--- src/rtl/led7x8_pkg.sv ---
// Shared constants and hex-to-segment font for the led7x8 display driver.
package led7x8_pkg;

    localparam int NUM_DIGITS = 8;
    localparam int SEG_W      = 8;

    typedef logic [2:0] digit_t;
    typedef logic [3:0] nibble_t;

    // Active-high gfedcba patterns for 0..F
    localparam logic [6:0] FONT [16] = '{
        7'h3F, 7'h06, 7'h5B, 7'h4F, 7'h66, 7'h6D, 7'h7D, 7'h07,
        7'h7F, 7'h6F, 7'h77, 7'h7C, 7'h39, 7'h5E, 7'h79, 7'h71
    };

    function automatic logic [6:0] seg_font(input nibble_t nib);
        return FONT[nib];
    endfunction

endpackage

--- src/rtl/led7x8_seg7_decode.sv ---
// Combinational hex nibble to active-high gfedcba segment decoder.
module seg7_decode
    import led7x8_pkg::*;
(
    input  logic [3:0] nib,
    output logic [6:0] seg
);

    always_comb begin
        seg = seg_font(nib);
    end

endmodule

--- src/rtl/led7x8.sv ---
// Multiplexed 8-digit common-anode 7-segment driver with internal nibble store.
// Optional decimal-point storage and output when LED7X8_DP_EN is defined.
module led7x8
    import led7x8_pkg::*;
#(
    parameter int CLK_DIV = 10000
) (
    input  logic       clk_in,
    input  logic       init_n,
    input  logic [3:0] data,
    input  logic [2:0] addr,
    input  logic       wrn,
`ifdef LED7X8_DP_EN
    input  logic       dp,
`endif
    output logic [7:0] seg,
    output logic [7:0] pos
);

    localparam int PW = $clog2(CLK_DIV);

    logic [3:0]            mem [NUM_DIGITS];
    logic [PW-1:0]         prescaler;
    digit_t                digit;
    digit_t                digit_next;
    logic                  wrap;
    logic [6:0]            font_bits;
    logic                  dp_bit;
    logic [SEG_W-1:0]      seg_next;
    logic [NUM_DIGITS-1:0] pos_next;

`ifdef LED7X8_DP_EN
    logic [NUM_DIGITS-1:0] dp_mem;
`endif

    always_comb begin
        wrap       = (prescaler == PW'(CLK_DIV - 1));
        digit_next = wrap ? digit + 3'd1 : digit;
    end

    // Reads the pre-write store, so a write landing with a digit advance shows one edge later
    seg7_decode u_decode (
        .nib (mem[digit_next]),
        .seg (font_bits)
    );

`ifdef LED7X8_DP_EN
    always_comb dp_bit = ~dp_mem[digit_next];
`else
    always_comb dp_bit = 1'b1;
`endif

    always_comb begin
        seg_next = {dp_bit, ~font_bits};
        pos_next = ~(NUM_DIGITS'(1) << digit_next);
    end

    always_ff @(posedge clk_in or negedge init_n) begin
        if (!init_n) begin
            for (int unsigned i = 0; i < NUM_DIGITS; i++) begin
                mem[i] <= '0;
            end
        end else if (!wrn) begin
            mem[addr] <= data;
        end
    end

`ifdef LED7X8_DP_EN
    always_ff @(posedge clk_in or negedge init_n) begin
        if (!init_n) begin
            dp_mem <= '0;
        end else if (!wrn) begin
            dp_mem[addr] <= dp;
        end
    end
`endif

    always_ff @(posedge clk_in or negedge init_n) begin
        if (!init_n) begin
            prescaler <= '0;
            digit     <= '0;
            seg       <= '1;
            pos       <= '1;
        end else begin
            prescaler <= wrap ? '0 : prescaler + PW'(1);
            digit     <= digit_next;
            seg       <= seg_next;
            pos       <= pos_next;
        end
    end

endmodule

--- config.mk ---
export PLATFORM = sky130hd
export DESIGN_NAME = led7x8
export DESIGN_NICKNAME = d
export VERILOG_FILES = /design/src/rtl/led7x8_pkg.sv /design/src/rtl/led7x8_seg7_decode.sv /design/src/rtl/led7x8.sv
export SDC_FILE = /design/constraint.sdc
export NUM_CORES = 1
export LEC_CHECK = 0
export ABC_AREA = 0
export BUFFER_PORTS_ARGS = -buffer_cell sky130_fd_sc_hd__buf_2
export CAP_MARGIN = 10
export CELL_PAD_IN_SITES_DETAIL_PLACEMENT = 1
export CELL_PAD_IN_SITES_GLOBAL_PLACEMENT = 2
export CORE_MARGIN = 3
export CORE_UTILIZATION = 41
export DETAILED_ROUTE_END_ITERATION = 12
export PLACE_DENSITY = 0.91
export REMOVE_ABC_BUFFERS = 1
export SYNTH_ARGS = -nofsm -noshare
export SYNTH_HDL_FRONTEND = slang
export SYNTH_SLANG_ARGS = --single-unit
--- constraint.sdc ---
create_clock -name clk_in -period 4.3 [get_ports clk_in]
set_input_delay 0.86 -clock clk_in [delete_from_list [all_inputs] [get_ports clk_in]]
set_output_delay 0.86 -clock clk_in [all_outputs]
set_load 0.05 [all_outputs]
# == Yosys cells after proc, flatten, opt, wreduce, memory -nomap -nowiden ==
# Memories as Yosys holds them, arrays and structs flattened.
# Cells that the tools add are included.
# word_totals
inputBits,10
n_memories,1
out_inout_bits,16
wordCells,37
register_bits,64
rom_bits,112
# mem_list
memory,words,word_bits,rd,rd_ports_with_merged_regs,write_ports,line_no,rtl
(name not given),16,7,1,0,0,led7x8_pkg.sv:17,return FONT[nib];
# op_classes
mux,10
n_reduce_logical,1
bitwise_logic,5
addsub,2
shifts,1
order_cmp,4
eq_ne,1
# ops
operator,count
$bwmux W32,1
$add A14 B1 Y14 const B,1
$eq A14 B14 Y1 const B,1
$mux W14,1
$mux W7,2
$bmux W4 S3,1
$demux W4 S3,1
$mux W4,3
$ge A4 B4 Y1 const B,2
$not A3 Y4,2
$not A8 Y8,1
$shl A1 B3 Y8 const A,1
$not A7 Y7,1
$ge A5 B5 Y1 const B,1
$not A4 Y5,1
$lt A4 B1 Y1 const B,1
$add A3 B1 Y3 const B,1
$mux W3,1
$logic_and A1 B1 Y1,1

# == Logic depth before layout (Yosys ltp) ==
# logic_depth
depth_word,11
depth_mapped,11
ltp_nobuf,11

# == Hierarchy ==
# Synthesis repeated with hierarchy kept, for this count alone.
# hier_totals
cells_unflattened,291
area_unflattened_um2,3462.1
# by_module_without_submodules
mod,n_inst,area_per_inst_um2,cells_each,seq_area_each_um2
led7x8,1,3174.3,258,1620.3
seg7_decode,1,287.8,33,0.0

# == Least setup slack after synthesis ==
# OpenSTA, ideal clock, no wires.
# synth_timing
path_type,register -> register
start,reg prescaler[4]
end,reg seg[0]
period_less_slack_ns,3.177
setup_slack_ns,1.123
t_required_ns,4.220
setup_ns,0.080
path_stages_with_launch,9
t_arrival_ns,3.096
path_buffers,0
cell_sequence,dfrtp_1 or4b_4 nor4_2 xnor2_2 clkinv_1 mux4_2 ha_1 or3_1 o221a_2
# synth_via
elab_chain_len,11
# synth_rtl
item,line_no,rtl
"start, declared",led7x8.sv:23,logic [PW-1:0] prescaler;
"start signal, assigned",led7x8.sv:85,prescaler <= wrap ? '0 : prescaler + PW'(1);
$eq A14 B14 Y1,led7x8.sv:37,wrap = (prescaler == PW'(CLK_DIV - 1));
$mux W3,led7x8.sv:38,digit_next = wrap ? digit + 3'd1 : digit;
named net digit_next[2],led7x8.sv:25,digit_t digit_next;
$not A3 Y4 (implied by the code),led7x8.sv:43,".nib (mem[digit_next]),"
$bmux W4 S3,led7x8.sv:43,
$mux W4 (implied by the code) (2 in series),led7x8.sv:43,
$not A4 Y5 (implied by the code),led7x8_pkg.sv:17,
$mem_v2 Z16 W7,--,
$mux W7 (implied by the code) (2 in series),led7x8_pkg.sv:17,
$not A7 Y7,led7x8.sv:54,"seg_next = {dp_bit, ~font_bits};"
named net seg_next[0],led7x8.sv:29,logic [SEG_W-1:0] seg_next;
"end signal, assigned",led7x8.sv:87,seg <= seg_next;
"end, declared",led7x8.sv:16,"output logic [7:0] seg,"
# The timed path passes the listed nets, and every way through them passes these cells. The select of a mux whose other input is x is not followed.
# A chain may end at the register's enable or synchronous reset.

# == Final worst setup path ==
# layout_timing
start,reg prescaler[7]
end,reg seg[0]
# The elaborated chain is that of the path after synthesis.

==> flow_summary_export.csv <==
group,metric,value,unit
status,run_status,"finished, final reports clean",
detailed_routing,initialDrtViolationCount,70,
sta,relSlewSlack,24.0,%
synthesis,netlist_instances,282,
cells_and_area,fin_area,3870,µm²
sta,drv_slew,0,
sta,fin_setup_tns,0,ps
sta,hold_viol,0,
clocking,clkSinkCount,64,
worst_hold_path,hp-class,"flip-flop to flip-flop",
grt,grt_max_degree,40,
synthesis,synth_edf_count,0,
grt,antenna_found_initial,0,
setup_path,startpoint,"prescaler[7]$_DFF_PN0_",
clocking,cts_resized,0,
setup_path,critPathArrivalTime,3920,ps
floorplan,rows,32,
setup_path,endpoint,"seg[0]$_DFF_PN1_",
detailed_routing,post-route-drc-count,0,
clocking,cts_max_path_buffers,2,
placement,dp_hpwl,5.50,mm
sta,period_share,84.6,%
detailed_routing,ant_nets,0,
detailed_routing,drt_pre_antenna_iters,4,
setup_path,critPathKind,"flip-flop to flip-flop",
synthesis,ys_types,55,
power_and_ir_drop,p_leak,1.55,nW
setup_path,endpoint_kind,"flip-flop",
setup_path,r2r-start,"prescaler[7]$_DFF_PN0_",
detailed_routing,vias,2265,
synthesis,yosysSeqAreaShare,47.6,%
grt,track_usage,18.0,%
synthesis,synthTopCellsByCount,"dfrtp_1, mux2_2, mux2i_1",
grt,grt_first_pass_wirelength,13.5,mm
clocking,clkSlewWorstSetupHoldPaths,80,ps
sta,final.min_clock_period,3640,ps
synthesis,yosysTopAreaCell,"dfrtp_1",
floorplan,die_y,97.1,µm
power_and_ir_drop,peakVddDrop,0.190,mV
clocking,tritoncts,"yes",
placement,dpl_cell_area,3640,µm²
cells_and_area,layout-drive-gt1-share,36.3,%
clocking,post_cts_buffers,0,
setup_path,r2r_cells,8,
floorplan,ios,26,
detailed_routing,routedWlPerCell,18.3,µm
synthesis,synthFlopType,"dfrtp_1",
clocking,root_buffer,"clkbuf_8",
sta,rsz0062_at_grt,"no",
sta,worstMarginPinSlew,1130,ps
setup_path,start_kind,"flip-flop",
synthesis,yosysMostFrequentCell,"dfrtp_1",
placement,port_buffers,24,
detailed_routing,vias_per_cell,5.41,
flow_run,drv_cap,0,
synthesis,synth_top_area_share,36.0,%
setup_path,reg2reg_to,"seg[0]$_DFF_PN1_",
grt,grt_overflow,0,
synthesis,ys_warn_count,0,
setup_path,crit_fanout,9,
sta,fmax,275,MHz
sta,skew,14.6,ps
power_and_ir_drop,power_density,453,nW/µm²
setup_path,regToRegSetupSlack,660,ps
clocking,insertion_delay,340,ps
cells_and_area,nFillCells,851,
cells_and_area,fin_nets,327,
synthesis,avgSynthCellArea,12.1,µm²
cells_and_area,syn_to_final_growth,13.7,%
floorplan,die_area,9430,µm²
detailed_routing,routed_wl,7.68,mm
clocking,numCtsBuffers,9,
synthesis,async_reset_ff_share,100,%
synthesis,synth_area,3400,µm²
placement,globalplace.congestion,0.762,
clocking,holdBufCountCts,0,
clocking,h-tree-depth,3,
synthesis,ys_ff_latch,64,
floorplan,die_w,97.1,µm
grt,first_global_vias,2447,
cells_and_area,diodes,0,
synthesis,synthTopCellsByArea,"dfrtp_1, mux2_2, dfstp_2, mux2i_1, mux4_2",
floorplan,floorplan.initialDensity,43.2,%
setup_path,required,4580,ps
floorplan,fp.coreArea,7890,µm²
sta,setup_viol,0,
## flip-flops by register name, summed over array words and instances (netlist names)
signal and flops:
digit 3, mem 32, pos 8, prescaler 14, seg 7
## cell type report
| cell class | count | area, µm² | share of cell area (%) |
|---|---|---|---|
| clock buffer | 12 | 155 | 4.01 |
| timing repair buffer | 31 | 173 | 4.46 |
| sequential | 64 | 1620 | 41.8 |
| tap | 102 | 128 | 3.30 |
| inverter | 6 | 22.5 | 0.582 |
| multi-input combinational | 200 | 1700 | 43.8 |
| clock inverter | 4 | 76.3 | 1.97 |
## cell families after synthesis
kind of cell,after synthesis,synth area share [%]
AO/OA/AOI/OAI,27,7.24
other,1,0.110
adder cells (fa/ha/maj),5,1.84
XOR/XNOR,13,3.56
flip-flops,64,47.6
multiplexers,67,23.1
AND/OR/NAND/NOR,87,13.7
buffers and inverters,18,2.79
## layer usage
metal	vias to the layer above	part of all wire [%]	track usage, %	routed length [µm]
li1	1076	-	-	-
met1	1141	48	24.9	3650
met2	34	47	27.9	3650
met3	14	3.0	3.30	227
met4	0	1.9	7.67	149
met5	-	0	0	0
## critical path: stages (launching register included)
cell	delay [ps]
dfrtp_1	440
or4b_1	630
nor4_2	350
xnor2_2	270
clkinv_1	410
mux4_2	650
ha_1	270
or3_1	400
o221a_2	140
## power breakdown
part,internal (mW),switching [mW]
combinational,0.158,0.231
sequential,0.710,0.0558
clock,0.359,0.240
total,1.23,0.526
## worst min path at each step
| stage | from | end | slack (ps) | depth (start not counted) |
|---|---|---|---|---|
| after floorplan | prescaler[0]$_DFF_PN0_ | prescaler[0]$_DFF_PN0_ | 430 | 1 |
| after global placement | prescaler[0]$_DFF_PN0_ | prescaler[0]$_DFF_PN0_ | 450 | 1 |
| after detailed placement | prescaler[0]$_DFF_PN0_ | prescaler[0]$_DFF_PN0_ | 460 | 1 |
| after CTS | prescaler[0]$_DFF_PN0_ | prescaler[0]$_DFF_PN0_ | 470 | 1 |
| after global routing | prescaler[0]$_DFF_PN0_ | prescaler[0]$_DFF_PN0_ | 500 | 1 |
| final | prescaler[0]$_DFF_PN0_ | prescaler[0]$_DFF_PN0_ | 460 | 1 |
## cell usage in the layout (no fill, tap or decap), types with 5 or more instances in the layout
cell type  count
buf_2         24
buf_4          7
clkbuf_8      11
dfrtp_1       49
dfstp_2       15
ha_1           5
inv_1          5
mux2_2        36
mux2i_1       25
nand2_1       23
nand2b_1      10
nand3_1       10
nor2_1        15
o21ai_0        5
xnor2_1        5
xor2_1         7
## stage by stage
| stage | std cells | utilization (%) | power [mW] | setup slack, ps | hold WS, ps |
|---|---|---|---|---|---|
| global route | 419 | 49.1 | 1.84 | 457 | 501 |
| detailed placement | 403 | 46.2 | 1.17 | 648 | 459 |
| CTS | 419 | 49.1 | 1.78 | 612 | 467 |
| global placement | 403 | 46.2 | 1.15 | 803 | 446 |
| floorplan | 270 | - | 1.06 | 442 | 432 |
| finish | 419 | 49.1 | 1.75 | 664 | 463 |
(Power assumes the default switching activity.)
